==> src/rtl/spi_mem_ctrl.sv <==
`default_nettype none
// ============================================================================
// Module   : spi_mem_ctrl
// Brief    : SPI word decoder / sequencer driving a req-gnt single-port memory.
//            Optional address auto-increment: SPI_MEM_CTRL_AUTOINC_EN
// Revision : 1.0
// ============================================================================
module spi_mem_ctrl #(
    parameter int ADDR_WIDTH  = 8,
    parameter int TIMEOUT_CYC = 16
) (
    input  logic                  clk,
    input  logic                  rst_n,
    input  logic [9:0]            rx_data,
    input  logic                  rx_valid,
    output logic [7:0]            tx_data,
    output logic                  tx_valid,
    output logic                  mem_req,
    output logic                  mem_we,
    output logic [ADDR_WIDTH-1:0] mem_addr,
    output logic [7:0]            mem_wdata,
    input  logic                  mem_gnt,
    input  logic                  mem_rvalid,
    input  logic [7:0]            mem_rdata,
    output logic                  busy,
    output logic                  err_seq,
    output logic                  err_drop,
    output logic                  err_timeout
);

    localparam int CNT_W = (TIMEOUT_CYC > 2) ? $clog2(TIMEOUT_CYC) : 1;

    typedef enum logic [2:0] {
        IDLE    = 3'd0,
        WR_REQ  = 3'd1,
        RD_REQ  = 3'd2,
        RD_WAIT = 3'd3,
        TX      = 3'd4
    } state_t;

    state_t                state_q, state_d;
    logic [ADDR_WIDTH-1:0] wr_addr_q, wr_addr_d;
    logic [ADDR_WIDTH-1:0] rd_addr_q, rd_addr_d;
    logic                  rd_addr_vld_q, rd_addr_vld_d;
    logic [CNT_W-1:0]      cnt_q, cnt_d;
    logic [7:0]            tx_data_q, tx_data_d;
    logic                  tx_valid_q, tx_valid_d;
    logic                  mem_req_q, mem_req_d;
    logic                  mem_we_q, mem_we_d;
    logic [ADDR_WIDTH-1:0] mem_addr_q, mem_addr_d;
    logic [7:0]            mem_wdata_q, mem_wdata_d;
    logic                  busy_q, busy_d;
    logic                  err_seq_q, err_seq_d;
    logic                  err_drop_q, err_drop_d;
    logic                  err_timeout_q, err_timeout_d;
    logic                  timeout_hit;

    always_comb begin
        state_d       = state_q;
        wr_addr_d     = wr_addr_q;
        rd_addr_d     = rd_addr_q;
        rd_addr_vld_d = rd_addr_vld_q;
        cnt_d         = cnt_q + 1'b1;
        tx_data_d     = tx_data_q;
        tx_valid_d    = 1'b0;
        mem_wdata_d   = mem_wdata_q;
        err_seq_d     = 1'b0;
        err_drop_d    = 1'b0;
        err_timeout_d = 1'b0;
        timeout_hit   = (cnt_q == CNT_W'(TIMEOUT_CYC - 1));

        case (state_q)
            IDLE: begin
                if (rx_valid) begin
                    case (rx_data[9:8])
                        2'b00: wr_addr_d = rx_data[ADDR_WIDTH-1:0];
                        2'b01: begin
                            mem_wdata_d = rx_data[7:0];
                            state_d     = WR_REQ;
                        end
                        2'b10: begin
                            rd_addr_d     = rx_data[ADDR_WIDTH-1:0];
                            rd_addr_vld_d = 1'b1;
                        end
                        default: begin
                            if (rd_addr_vld_q) state_d = RD_REQ;
                            else               err_seq_d = 1'b1;
                        end
                    endcase
                end
            end
            WR_REQ: begin
                if (mem_gnt) begin
                    state_d = IDLE;
`ifdef SPI_MEM_CTRL_AUTOINC_EN
                    wr_addr_d = wr_addr_q + 1'b1;
`endif
                end else if (timeout_hit) begin
                    state_d       = IDLE;
                    err_timeout_d = 1'b1;
                end
            end
            RD_REQ, RD_WAIT: begin
                // Read data may arrive in the same cycle as the grant.
                if (mem_rvalid && (mem_gnt || state_q == RD_WAIT)) begin
                    state_d    = TX;
                    tx_data_d  = mem_rdata;
                    tx_valid_d = 1'b1;
                end else if (mem_gnt && state_q == RD_REQ) begin
                    state_d = RD_WAIT;
                end else if (timeout_hit) begin
                    state_d       = IDLE;
                    err_timeout_d = 1'b1;
                    tx_data_d     = 8'hFF;
                    tx_valid_d    = 1'b1;
                    rd_addr_vld_d = 1'b0;
                end
            end
            TX: begin
                state_d = IDLE;
`ifdef SPI_MEM_CTRL_AUTOINC_EN
                rd_addr_d = rd_addr_q + 1'b1;
`else
                rd_addr_vld_d = 1'b0;
`endif
            end
            default: state_d = IDLE;
        endcase

        if (rx_valid && state_q != IDLE) err_drop_d = 1'b1;
        if (state_d != state_q)          cnt_d = '0;

        // Registered outputs follow the state being entered.
        mem_req_d  = (state_d == WR_REQ) || (state_d == RD_REQ);
        mem_we_d   = (state_d == WR_REQ);
        mem_addr_d = mem_addr_q;
        if (state_d == WR_REQ)      mem_addr_d = wr_addr_q;
        else if (state_d == RD_REQ) mem_addr_d = rd_addr_q;
        busy_d = (state_d != IDLE);
    end

    always_ff @(posedge clk or negedge rst_n) begin
        if (!rst_n) begin
            state_q       <= IDLE;
            wr_addr_q     <= '0;
            rd_addr_q     <= '0;
            rd_addr_vld_q <= 1'b0;
            cnt_q         <= '0;
            tx_data_q     <= 8'h00;
            tx_valid_q    <= 1'b0;
            mem_req_q     <= 1'b0;
            mem_we_q      <= 1'b0;
            mem_addr_q    <= '0;
            mem_wdata_q   <= 8'h00;
            busy_q        <= 1'b0;
            err_seq_q     <= 1'b0;
            err_drop_q    <= 1'b0;
            err_timeout_q <= 1'b0;
        end else begin
            state_q       <= state_d;
            wr_addr_q     <= wr_addr_d;
            rd_addr_q     <= rd_addr_d;
            rd_addr_vld_q <= rd_addr_vld_d;
            cnt_q         <= cnt_d;
            tx_data_q     <= tx_data_d;
            tx_valid_q    <= tx_valid_d;
            mem_req_q     <= mem_req_d;
            mem_we_q      <= mem_we_d;
            mem_addr_q    <= mem_addr_d;
            mem_wdata_q   <= mem_wdata_d;
            busy_q        <= busy_d;
            err_seq_q     <= err_seq_d;
            err_drop_q    <= err_drop_d;
            err_timeout_q <= err_timeout_d;
        end
    end

    assign tx_data     = tx_data_q;
    assign tx_valid    = tx_valid_q;
    assign mem_req     = mem_req_q;
    assign mem_we      = mem_we_q;
    assign mem_addr    = mem_addr_q;
    assign mem_wdata   = mem_wdata_q;
    assign busy        = busy_q;
    assign err_seq     = err_seq_q;
    assign err_drop    = err_drop_q;
    assign err_timeout = err_timeout_q;

endmodule
`default_nettype wire

==> config.mk <==
export PLATFORM = sky130hd
export DESIGN_NAME = spi_mem_ctrl
export DESIGN_NICKNAME = d
export VERILOG_FILES = /design/src/rtl/spi_mem_ctrl.sv
export SDC_FILE = /design/constraint.sdc
export NUM_CORES = 1
export LEC_CHECK = 0
export BUFFER_PORTS_ARGS = -buffer_cell sky130_fd_sc_hd__buf_4
export CAP_MARGIN = 20
export CORE_MARGIN = 3
export CORE_UTILIZATION = 57
export DETAILED_ROUTE_END_ITERATION = 6
export GPL_TIMING_DRIVEN = 0
export PLACE_DENSITY_LB_ADDON = 0.3
export SLEW_MARGIN = 20
export SYNTH_ARGS = -nofsm -noshare
export SYNTH_HDL_FRONTEND = slang
export SYNTH_SLANG_ARGS = --single-unit
==> constraint.sdc <==
create_clock -name clk -period 5.36 [get_ports clk]
set_clock_uncertainty 0.1 [all_clocks]
set_input_delay 1.608 -clock clk [delete_from_list [all_inputs] [get_ports clk]]
set_output_delay 1.608 -clock clk [all_outputs]
set_load 0.02 [all_outputs]
==> flow_summary.toml <==
[outcome]
run_status = "finished clean"

[sta]
period_share_pct = 61.9
final_setup_vio_count = 0
hold_viol = 0
worst-slew-pin-transition_ns = 0.673
report.final.slew_viol_count = 0
slew_headroom_pct = 54.8
maxClockFrequency_mhz = 302
setup_total_negative_slack_ns = 0
unrepaired_setup_endpoints_after_global_routing = "false"
layout_min_cycle_time_ns = 3.32

[yosys]
synth_area_leader_cell = "sky130_fd_sc_hd__dfrtp_1"
synth_sequential_area_ratio_pct = 59.5
postSynthRegisterBits = 55
yosysTopAreaCellShare_pct = 59.5
synth_cell_type_count = 40
netlist_area_um2 = 2310
synthesis.nets = 227
synth_top_flop_cell = "sky130_fd_sc_hd__dfrtp_1"
synth_enable_flop_cells = 0
postSynthCellCount = 203
asyncSetResetFlopFracSynth_pct = 100
synth_area_leaders = "sky130_fd_sc_hd__dfrtp_1 (60%), sky130_fd_sc_hd__mux2_2 (7.8%), sky130_fd_sc_hd__nand2_1 (5.0%)"
synthesis.yosys.warnings = 0
postSynthAreaPerCell_um2 = 11.4

[clock_tree]
clk-insertion-delay-late_ns = 0.31
post_cts_resized = 0
cts-hold-fix-buffers = 0
tritoncts = "yes"
cts-htree-levels = 2
count_of_buffers_added_by_post_cts_timing_repair_for_setup = 0
cts.path.max_buffers = 2
clock-sinks = 55
cts_root_buffer = "sky130_fd_sc_hd__clkbuf_8"
tritoncts.num_buffers = 5
cts.clk_slew.worst_paths_ns = 0.10

[floorplan]
core_rows = 22
dieWidth_um = 69.7
initial_util_pct = 61.3
io_pins = 54
die_area_um2 = 4860
floorplan.die.height_um = 69.7
floorplan.core_area_um2 = 3770

[worst_setup_path]
crit_chain = "clkbuf_1 > nand3b_1 > clkbuf_1 > nand4_1 > o21ai_0 > a21oi_1"
reg2reg_setup_slack_ns = 3.02
start_kind = "input pin"
cell_count_of_the_worst_reg_to_reg_path = 7
critPathRequiredTime_ns = 5.46
timing.setup.critical_path_class = "input pin to flip-flop"
count_of_cell_instances_traversed_by_the_critical_path = 6
cp_slowest_cell = "sky130_fd_sc_hd__clkbuf_1"
worst_path_most_repeated_cell = "sky130_fd_sc_hd__clkbuf_1"
worst_setup_end_kind = "flip-flop"
critical-path-max-stage-delay_ns = 0.45
path_buf_inv = 2
worst-path-max-fanout = 10
cell_type_group_with_the_largest_total_delay_on_the_critical_path = "buffers and inverters"
crit_arrival_ns = 3.41

[power_and_ir_drop]
power.ir.vdd_worst_mv = 0.339
leakage_dissipation_nw = 1.35
power-per-cell-area_nw_per_um2 = 602

[finish]
layout.cells.most_common = "sky130_fd_sc_hd__dfrtp_1"
ratio_of_cells_with_drive_above_1_in_the_final_layout_pct = 32.3
antennaDiodeCount = 0
fin_cells = 311
area_growth_pct = 23.4
fin_nets = 286
mostFrequentLayoutCells = "sky130_fd_sc_hd__dfrtp_1 (55), sky130_fd_sc_hd__buf_4 (52), sky130_fd_sc_hd__nand2_1 (31)"

[route]
antenna_violating_nets_post_route = 0
drt_pass1_iterations = 4
via_total_after_detailed_routing = 1735
drc_errors = 0
routedWlPerCell_um = 16.0
detailedRoute.firstIterationViolations = 151
drt-vias-per-instance = 5.58
route.final.wire_length_um = 4960

[worst_hold_path]
type_of_the_most_critical_hold_path = "flip-flop to flip-flop"
hold-path-cell-count = 1

[global_routing]
global_route.overflow_total = 0
gr-usage-all-layers_pct = 22.4
antenna_violations_before_repair = 0
grt_pass1_wl_um = 8540
grt_max_degree = 56
number_of_global_route_vias_before_repair = 1820

[placed_design]
hpwl_um = 3470
io_buffers = 52
place_congestion = 0.805
place.detailed.instances = 303

[run]
cap_violations = 0
[cell type report]
| cell class | count | area, um2 |
|---|---|---|
| Timing Repair Buffer | 52 | 390 |
| Sequential cell | 55 | 1380 |
| Inverter | 4 | 20.0 |
| Fill cell | 260 | 918 |
| Clock inverter | 2 | 17.5 |
| Multi-Input combinational cell | 135 | 870 |
| Buffer | 9 | 46.3 |
| Tap cell | 48 | 60.1 |
| Clock buffer | 6 | 72.6 |
[cells by family (layout without fill, tap and decap cells)]
family	count (synthesis)	count (layout)	share of synthesized area [%]
simple gates	68	68	14.6
buf+inv	13	73	2.87
xor+xnor	3	3	1.14
flops	55	55	59.5
fa+ha+maj	1	1	0.541
mux	17	17	8.23
compound gates	46	46	13.1
[synthesized netlist by cell type, drive strengths merged (2+ instances only)]
library cell,n
mux2,16
nor3,2
xnor2,2
nand3,6
o21ai,13
buf,5
nor3b,2
nand2,31
nor2,15
clkinv,2
a21oi,10
a31oi,10
dfrtp,55
inv,2
o22a,9
nand4,2
clkbuf,4
[per-stage QoR]
stage          utilization (%)  instance area [um2]  hold slack (ns)  power (mW)  setup slack [ns]
3_3_place_gp              73.3                 2760            0.340        1.46              1.84
2_1_floorplan                -                 2310            0.316        1.20              2.33
6_report                  75.6                 2850            0.352        1.72              2.04
5_1_grt                   75.6                 2850            0.382        1.84              1.80
4_1_cts                   75.6                 2850            0.356        1.73              2.07
3_5_place_dp              73.3                 2760            0.344        1.50              1.80
[worst paths after layout]
| check | to | start |
|---|---|---|
| setup / recovery | mem_addr[4] | rx_data[9] |
| hold / removal | err_seq | rd_addr_vld_q |
| setup reg to reg | mem_addr[4] | state_q[2] |
| hold reg to reg | err_seq | rd_addr_vld_q |
| max in group asynchronous | err_timeout | rst_n |
| min in group asynchronous | err_seq | rst_n |
[worst register-to-register path, stage by stage, from the launching register on]
cell	delay, ns
sky130_fd_sc_hd__dfrtp_1	0.38
sky130_fd_sc_hd__buf_6	0.13
sky130_fd_sc_hd__nor4b_1	0.48
sky130_fd_sc_hd__nand3b_1	0.16
sky130_fd_sc_hd__clkbuf_1	0.30
sky130_fd_sc_hd__nand4_1	0.39
sky130_fd_sc_hd__o21ai_0	0.17
sky130_fd_sc_hd__a21oi_1	0.17
[state kept, by name, summed over array words and instances (netlist names), 3 cells and up]
signal	flops
wr_addr_q	8
rd_addr_q	8
mem_addr	8
state_q	3
mem_wdata	8
tx_data	8
cnt_q	4
[routing by layer]
metal | global-route usage (%) | part of all wire, % | up-vias
li1 | - | - | 834
met1 | 29.2 | 44 | 838
met2 | 36.7 | 49 | 53
met3 | 5.22 | 5.8 | 10
met4 | 8.09 | 1.8 | 0
met5 | 0 | 0 | -
[power by group]
group	leakage, nW	internal, mW	switching (mW)
Sequential	0.672	0.608	0.106
Combinational	0.635	0.342	0.433
Clock	0.0454	0.0940	0.132
(Power assumes the default switching activity.)
